--- src/rtl/mem_arbiter.sv ---
// Two-requester memory arbiter: one shared memory port for instruction fetch and
// data accesses, with data priority, fetch starvation relief and an ack timeout.
module mem_arbiter #(
    parameter int unsigned ADDR_W     = 32,
    parameter int unsigned DATA_W     = 32,
    parameter int unsigned STARVE_MAX = 4,
    parameter int unsigned TIMEOUT    = 255
) (
    input  logic                clk,
    input  logic                reset,

    input  logic                if_req,
    input  logic [ADDR_W-1:0]   if_addr,
    output logic                if_done,
    output logic                if_err,
    output logic [DATA_W-1:0]   if_rdata,

    input  logic                dm_req,
    input  logic                dm_we,
    input  logic [DATA_W/8-1:0] dm_be,
    input  logic [ADDR_W-1:0]   dm_addr,
    input  logic [DATA_W-1:0]   dm_wdata,
    output logic                dm_done,
    output logic                dm_err,
    output logic [DATA_W-1:0]   dm_rdata,

    output logic                mem_req,
    output logic                mem_we,
    output logic [DATA_W/8-1:0] mem_be,
    output logic [ADDR_W-1:0]   mem_addr,
    output logic [DATA_W-1:0]   mem_wdata,
    input  logic                mem_ack,
    input  logic [DATA_W-1:0]   mem_rdata,

    output logic                busy
);

    localparam int unsigned BE_W = DATA_W / 8;
    localparam int unsigned SC_W = $clog2(STARVE_MAX + 1);
    localparam int unsigned WC_W = $clog2(TIMEOUT + 1);

    localparam logic [SC_W-1:0] STARVE_TOP = SC_W'(STARVE_MAX);
    localparam logic [WC_W-1:0] WAIT_LAST  = WC_W'(TIMEOUT - 1);

    localparam logic [1:0] IDLE  = 2'd0;
    localparam logic [1:0] FETCH = 2'd1;
    localparam logic [1:0] DATA  = 2'd2;

    logic [1:0]        state_q,     state_d;
    logic [SC_W-1:0]   starve_q,    starve_d;
    logic [WC_W-1:0]   wait_q,      wait_d;
    logic              mem_we_q,    mem_we_d;
    logic [BE_W-1:0]   mem_be_q,    mem_be_d;
    logic [ADDR_W-1:0] mem_addr_q,  mem_addr_d;
    logic [DATA_W-1:0] mem_wdata_q, mem_wdata_d;
    logic              if_done_q,   if_done_d;
    logic              if_err_q,    if_err_d;
    logic [DATA_W-1:0] if_rdata_q,  if_rdata_d;
    logic              dm_done_q,   dm_done_d;
    logic              dm_err_q,    dm_err_d;
    logic [DATA_W-1:0] dm_rdata_q,  dm_rdata_d;

    logic if_elig, dm_elig, grant_if, grant_dm;

    // A requester whose done is showing is not re-granted; the other one may be.
    assign if_elig  = if_req && !if_done_q;
    assign dm_elig  = dm_req && !dm_done_q;
    assign grant_if = if_elig && (!dm_elig || (starve_q == STARVE_TOP));
    assign grant_dm = dm_elig && !grant_if;

    always_comb begin
        state_d     = state_q;
        starve_d    = starve_q;
        wait_d      = wait_q;
        mem_we_d    = mem_we_q;
        mem_be_d    = mem_be_q;
        mem_addr_d  = mem_addr_q;
        mem_wdata_d = mem_wdata_q;
        if_rdata_d  = if_rdata_q;
        dm_rdata_d  = dm_rdata_q;
        if_done_d   = 1'b0;
        if_err_d    = 1'b0;
        dm_done_d   = 1'b0;
        dm_err_d    = 1'b0;

        case (state_q)
            IDLE: begin
                if (grant_if) begin
                    state_d     = FETCH;
                    wait_d      = '0;
                    starve_d    = '0;
                    mem_we_d    = 1'b0;
                    mem_be_d    = '1;
                    mem_addr_d  = if_addr;
                    mem_wdata_d = '0;
                end else if (grant_dm) begin
                    state_d     = DATA;
                    wait_d      = '0;
                    mem_we_d    = dm_we;
                    mem_be_d    = dm_be;
                    mem_addr_d  = dm_addr;
                    mem_wdata_d = dm_wdata;
                    if (if_req && (starve_q != STARVE_TOP)) begin
                        starve_d = starve_q + SC_W'(1);
                    end
                end
            end

            FETCH, DATA: begin
                if (mem_ack) begin
                    state_d = IDLE;
                    if (state_q == FETCH) begin
                        if_rdata_d = mem_rdata;
                        if_done_d  = 1'b1;
                    end else begin
                        if (!mem_we_q) begin
                            dm_rdata_d = mem_rdata;
                        end
                        dm_done_d = 1'b1;
                    end
                end else if (wait_q == WAIT_LAST) begin
                    // This cycle would bring the wait count to TIMEOUT: abort now.
                    state_d = IDLE;
                    if (state_q == FETCH) begin
                        if_done_d = 1'b1;
                        if_err_d  = 1'b1;
                    end else begin
                        dm_done_d = 1'b1;
                        dm_err_d  = 1'b1;
                    end
                end else begin
                    wait_d = wait_q + WC_W'(1);
                end
            end

            default: state_d = IDLE;
        endcase
    end

    always_ff @(posedge clk) begin
        if (reset) begin
            state_q     <= IDLE;
            starve_q    <= '0;
            wait_q      <= '0;
            mem_we_q    <= 1'b0;
            mem_be_q    <= '0;
            mem_addr_q  <= '0;
            mem_wdata_q <= '0;
            if_done_q   <= 1'b0;
            if_err_q    <= 1'b0;
            if_rdata_q  <= '0;
            dm_done_q   <= 1'b0;
            dm_err_q    <= 1'b0;
            dm_rdata_q  <= '0;
        end else begin
            state_q     <= state_d;
            starve_q    <= starve_d;
            wait_q      <= wait_d;
            mem_we_q    <= mem_we_d;
            mem_be_q    <= mem_be_d;
            mem_addr_q  <= mem_addr_d;
            mem_wdata_q <= mem_wdata_d;
            if_done_q   <= if_done_d;
            if_err_q    <= if_err_d;
            if_rdata_q  <= if_rdata_d;
            dm_done_q   <= dm_done_d;
            dm_err_q    <= dm_err_d;
            dm_rdata_q  <= dm_rdata_d;
        end
    end

    assign mem_req   = (state_q != IDLE);
    assign busy      = (state_q != IDLE);
    assign mem_we    = mem_we_q;
    assign mem_be    = mem_be_q;
    assign mem_addr  = mem_addr_q;
    assign mem_wdata = mem_wdata_q;
    assign if_done   = if_done_q;
    assign if_err    = if_err_q;
    assign if_rdata  = if_rdata_q;
    assign dm_done   = dm_done_q;
    assign dm_err    = dm_err_q;
    assign dm_rdata  = dm_rdata_q;

    // Protocol invariants for simulation; synthesis ignores them.
    a_done_mutex: assert property (@(posedge clk) !(if_done && dm_done));
    a_attr_stable: assert property (@(posedge clk) disable iff (reset)
        (mem_req && $past(mem_req)) |-> $stable({mem_we, mem_be, mem_addr, mem_wdata}));

endmodule

--- config.mk ---
export PLATFORM = sky130hd
export DESIGN_NAME = mem_arbiter
export DESIGN_NICKNAME = d
export VERILOG_FILES = /design/src/rtl/mem_arbiter.sv
export SDC_FILE = /design/constraint.sdc
export NUM_CORES = 1
export LEC_CHECK = 0
export BUFFER_PORTS_ARGS = -buffer_cell sky130_fd_sc_hd__buf_4
export CAP_MARGIN = 10
export CELL_PAD_IN_SITES_DETAIL_PLACEMENT = 1
export CELL_PAD_IN_SITES_GLOBAL_PLACEMENT = 2
export CORE_MARGIN = 8
export CORE_UTILIZATION = 23
export CTS_CLUSTER_DIAMETER = 30
export DETAILED_ROUTE_END_ITERATION = 16
export PLACE_DENSITY = 0.78
export SYNTH_ARGS = -nofsm -noshare
export SYNTH_HDL_FRONTEND = slang
export SYNTH_SLANG_ARGS = --single-unit
--- constraint.sdc ---
create_clock -name clk -period 1.4 [get_ports clk]
set_input_delay 0.21 -clock clk [delete_from_list [all_inputs] [get_ports clk]]
set_output_delay 0.21 -clock clk [all_outputs]
set_load 0.005 [all_outputs]
==> run summary <==
Status: finished, violations left
Failing checks: setup timing
Crit share post-route: 1.14
CTS clk-pin slew, worst paths: 70 ps
Routed vias/inst: 4.62
Required time worst endpoint: 1760 ps
Vias: 6246
Synth area leader: dfxtp_1
Worst path cell trace: inv_2 > ha_4 > inv_6 > nor4b_4 > buf_6 > clkbuf_16 > nand2_1 > a21oi_1
Root buffer cell: clkbuf_16
Post-route insts no fill: 1351
Core ar.: 25000 sq um
Setup tns final: -14160 ps
Num CTS Buffers: 17
Nets: 1152
R2R depth: 8
Antenna cells: 0
DRC viols: 0
R2r endpoint: dm_rdata[9]
Ports: 277
# setup viols final: 144
Critical setup path kind: flop to flop
Number of global-route vias before repair: 6455
Top_reg_cell synth: dfxtp_1
Worst r2r src: state_q[0]
Post-synth top cells: dfxtp_1 (150), nand2_1 (133), nor2_1 (79), a21oi_1 (70), a22oi_1 (33)
Sequential share of the synthesized area: 0.515
Crit. End Element: flop
Worst Hold Slack: 9.28 ps
Worst Slack Setup Final: -202 ps
Post-synth EDFFs: 0
Initial antenna violation count: 0
CTS HTree Levels: 4
Worst path depth: 8
Worst slew margin: 0.761
Wirelength, routed: 26300 microns
GRT Resource Usage Total: 0.155
Clock Tree Buf Depth: 2
Final Max Tran Viols: 0
Worst setup path startpoint: state_q[0]
First-pass DRT Iterations: 4
Delay-heaviest family, CP: buffers and inverters
Iteration-0 DRC Markers: 230
Synth Register Bits: 150
Die width: 175 microns
Netlist cell types: 49
Worst Setup EP: dm_rdata[9]
Ys Warns: 0
First-pass GRT wire length: 37800 microns
Crit path DAT: 1960 ps
Max incr delay on CP: 340 ps
RSZ-0062 raised after global routing: yes
Share of flip-flops with an asynchronous set or reset: 0
CTS tree: yes
Post-Syn Instances: 660
Share of the synthesized area in the top cell type: 0.515
Initial core utilization: 0.233
Max IR drop VDD: 560 uV
Crit path max fanout: 16
Final core occ: 0.430
Crit start category: flop
Remaining Overflow, GRT: 0
CP Buf/Inv Count: 4
Site Rows: 58
Final Skew: 11.5 ps
Post-Syn Area: 5830 sq um
Final min period: 1600 ps
Worst-Margin Slew: 358 ps
Area contributors post-synth: dfxtp_1 (52%), nand2_1 (8.6%), a21oi_1 (6.0%)
DP HPWL: 16300 microns
Peak Freq: 0.624 GHz
Worst slack, placed: -187 ps
LEAKAGE: 4.67 nW
Max-cap violations: 0
Final ANT Viol Nets: 0
Port Buffers: 276
Placed cells: 1268
Mean area per synthesized cell: 8.83 sq um
Largest net degree at the start of global routing: 63
Die Area: 30700 sq um
Clk_lat worst skew: 420 ps
Cell Pwr Density: 1210 nW/um^2
Count leader, synth: dfxtp_1
Synth Net Count: 804
GPL Wtd Cong: 0.703
HP Class: input port to flop
Routed length per instance: 19.5 microns
# clock sinks: 150
Final Hold Fails: 0
Max stage delay cell, worst path: dfxtp_2
Fraction of layout instances using a drive strength above 1: 0.556
Flop-to-flop setup slack: -200 ps
Die height: 175 microns
Synth-to-Final Area Change: 84.8%
worst min-delay path by stage:
stage	start	end	slack (ps)	cells past startpoint
2_1_floorplan	mem_rdata[0]	dm_rdata[0]	350	2
3_3_place_gp	dm_be[1]	mem_be[1]	440	3
3_5_place_dp	if_rdata[31]	if_rdata[31]	450	2
4_1_cts	dm_be[2]	mem_be[2]	4	3
5_1_grt	dm_wdata[30]	mem_wdata[30]	4	3
6_report	dm_wdata[27]	mem_wdata[27]	9	3
cell usage in the layout, fill, tap and decap left out, drive strengths merged, types with 2 or more instances in the layout:
cell	netlist	layout
clkbuf	22	26
a21oi	72	72
o21ai	8	8
nand4	3	3
clkinvlp	0	3
o32ai	3	3
a22oi	33	33
and3	4	4
mux2i	32	32
nand2b	7	7
ha	6	6
nand3	5	5
o22ai	4	4
inv	13	21
buf	25	367
and2	2	2
a31oi	7	7
a211oi	33	33
nor3	2	2
nand2	133	133
dfxtp	150	150
nor2	79	79
clkinv	0	3
report_power, final:
| part | internal, W | switching (W) |
|---|---|---|
| Combinational | 0.00199 | 0.00170 |
| Clock | 0.00240 | 0.00213 |
| Sequential | 0.00462 | 0.000206 |
| Total | 0.00901 | 0.00404 |
metal layers:
metal  vias up  part of all wire  track usage  wire (microns)
met2       203              0.49        0.255           13000
met4         0             0.012       0.0353             309
met3        25             0.074       0.0613            1930
li1       2979                 -            -               -
met5         -                 0            0               0
met1      3039              0.42        0.188           11000
through the flow:
step / instance area [sq um] / power (W)
6_report: 10800 / 0.0130
2_1_floorplan: 5920 / 0.00608
3_3_place_gp: 8630 / 0.00744
3_5_place_dp: 8630 / 0.00748
4_1_cts: 9870 / 0.0127
5_1_grt: 10800 / 0.0137
flip-flops by register name, indices dropped and copies added (netlist names):
| name | count |
|---|---|
| dm_rdata | 32 |
| if_rdata | 32 |
| mem_addr | 32 |
| mem_wdata | 32 |
| wait_q | 8 |
| mem_be | 4 |
| starve_q | 3 |
| state_q | 2 |
| dm_done | 1 |
| dm_err | 1 |
| if_done | 1 |
| if_err | 1 |
| mem_we | 1 |
cell families after synthesis:
group,share of synthesized area
DFF,0.515
muxes,0.0549
adders and majority gates,0.0129
buffers and inverters,0.0534
and+or+nand+nor,0.173
AOI/OAI and AO/OA,0.190
cell type report:
type	instances	area, sq um
clock inverters	14	131
flip-flops and latches	150	3020
inverters	13	58.8
well taps	330	413
repair buffers	376	3400
fillers	2864	14300
multi-input cells	450	3320
clock buffers	18	439
worst register-to-register path: cells and delay by family, from the launching register on:
family	cells	cell delay (ps)
and+or+nand+nor	2	290
buffers and inverters	4	480
AOI/OAI and AO/OA	1	110
adders and majority gates	1	320
DFF	1	340
timing repair:
item / in CTS / in global routing
gates cloned: 11 / 9
gates resized for setup: 63 / 155
endpoints found under the setup margin: 146 / 152
hold buffers: 0 / 1
setup buffers: 22 / 14
hold endpoints to repair: 0 / 1
pin swaps: 45 / 72
(Power assumes the default switching activity.)
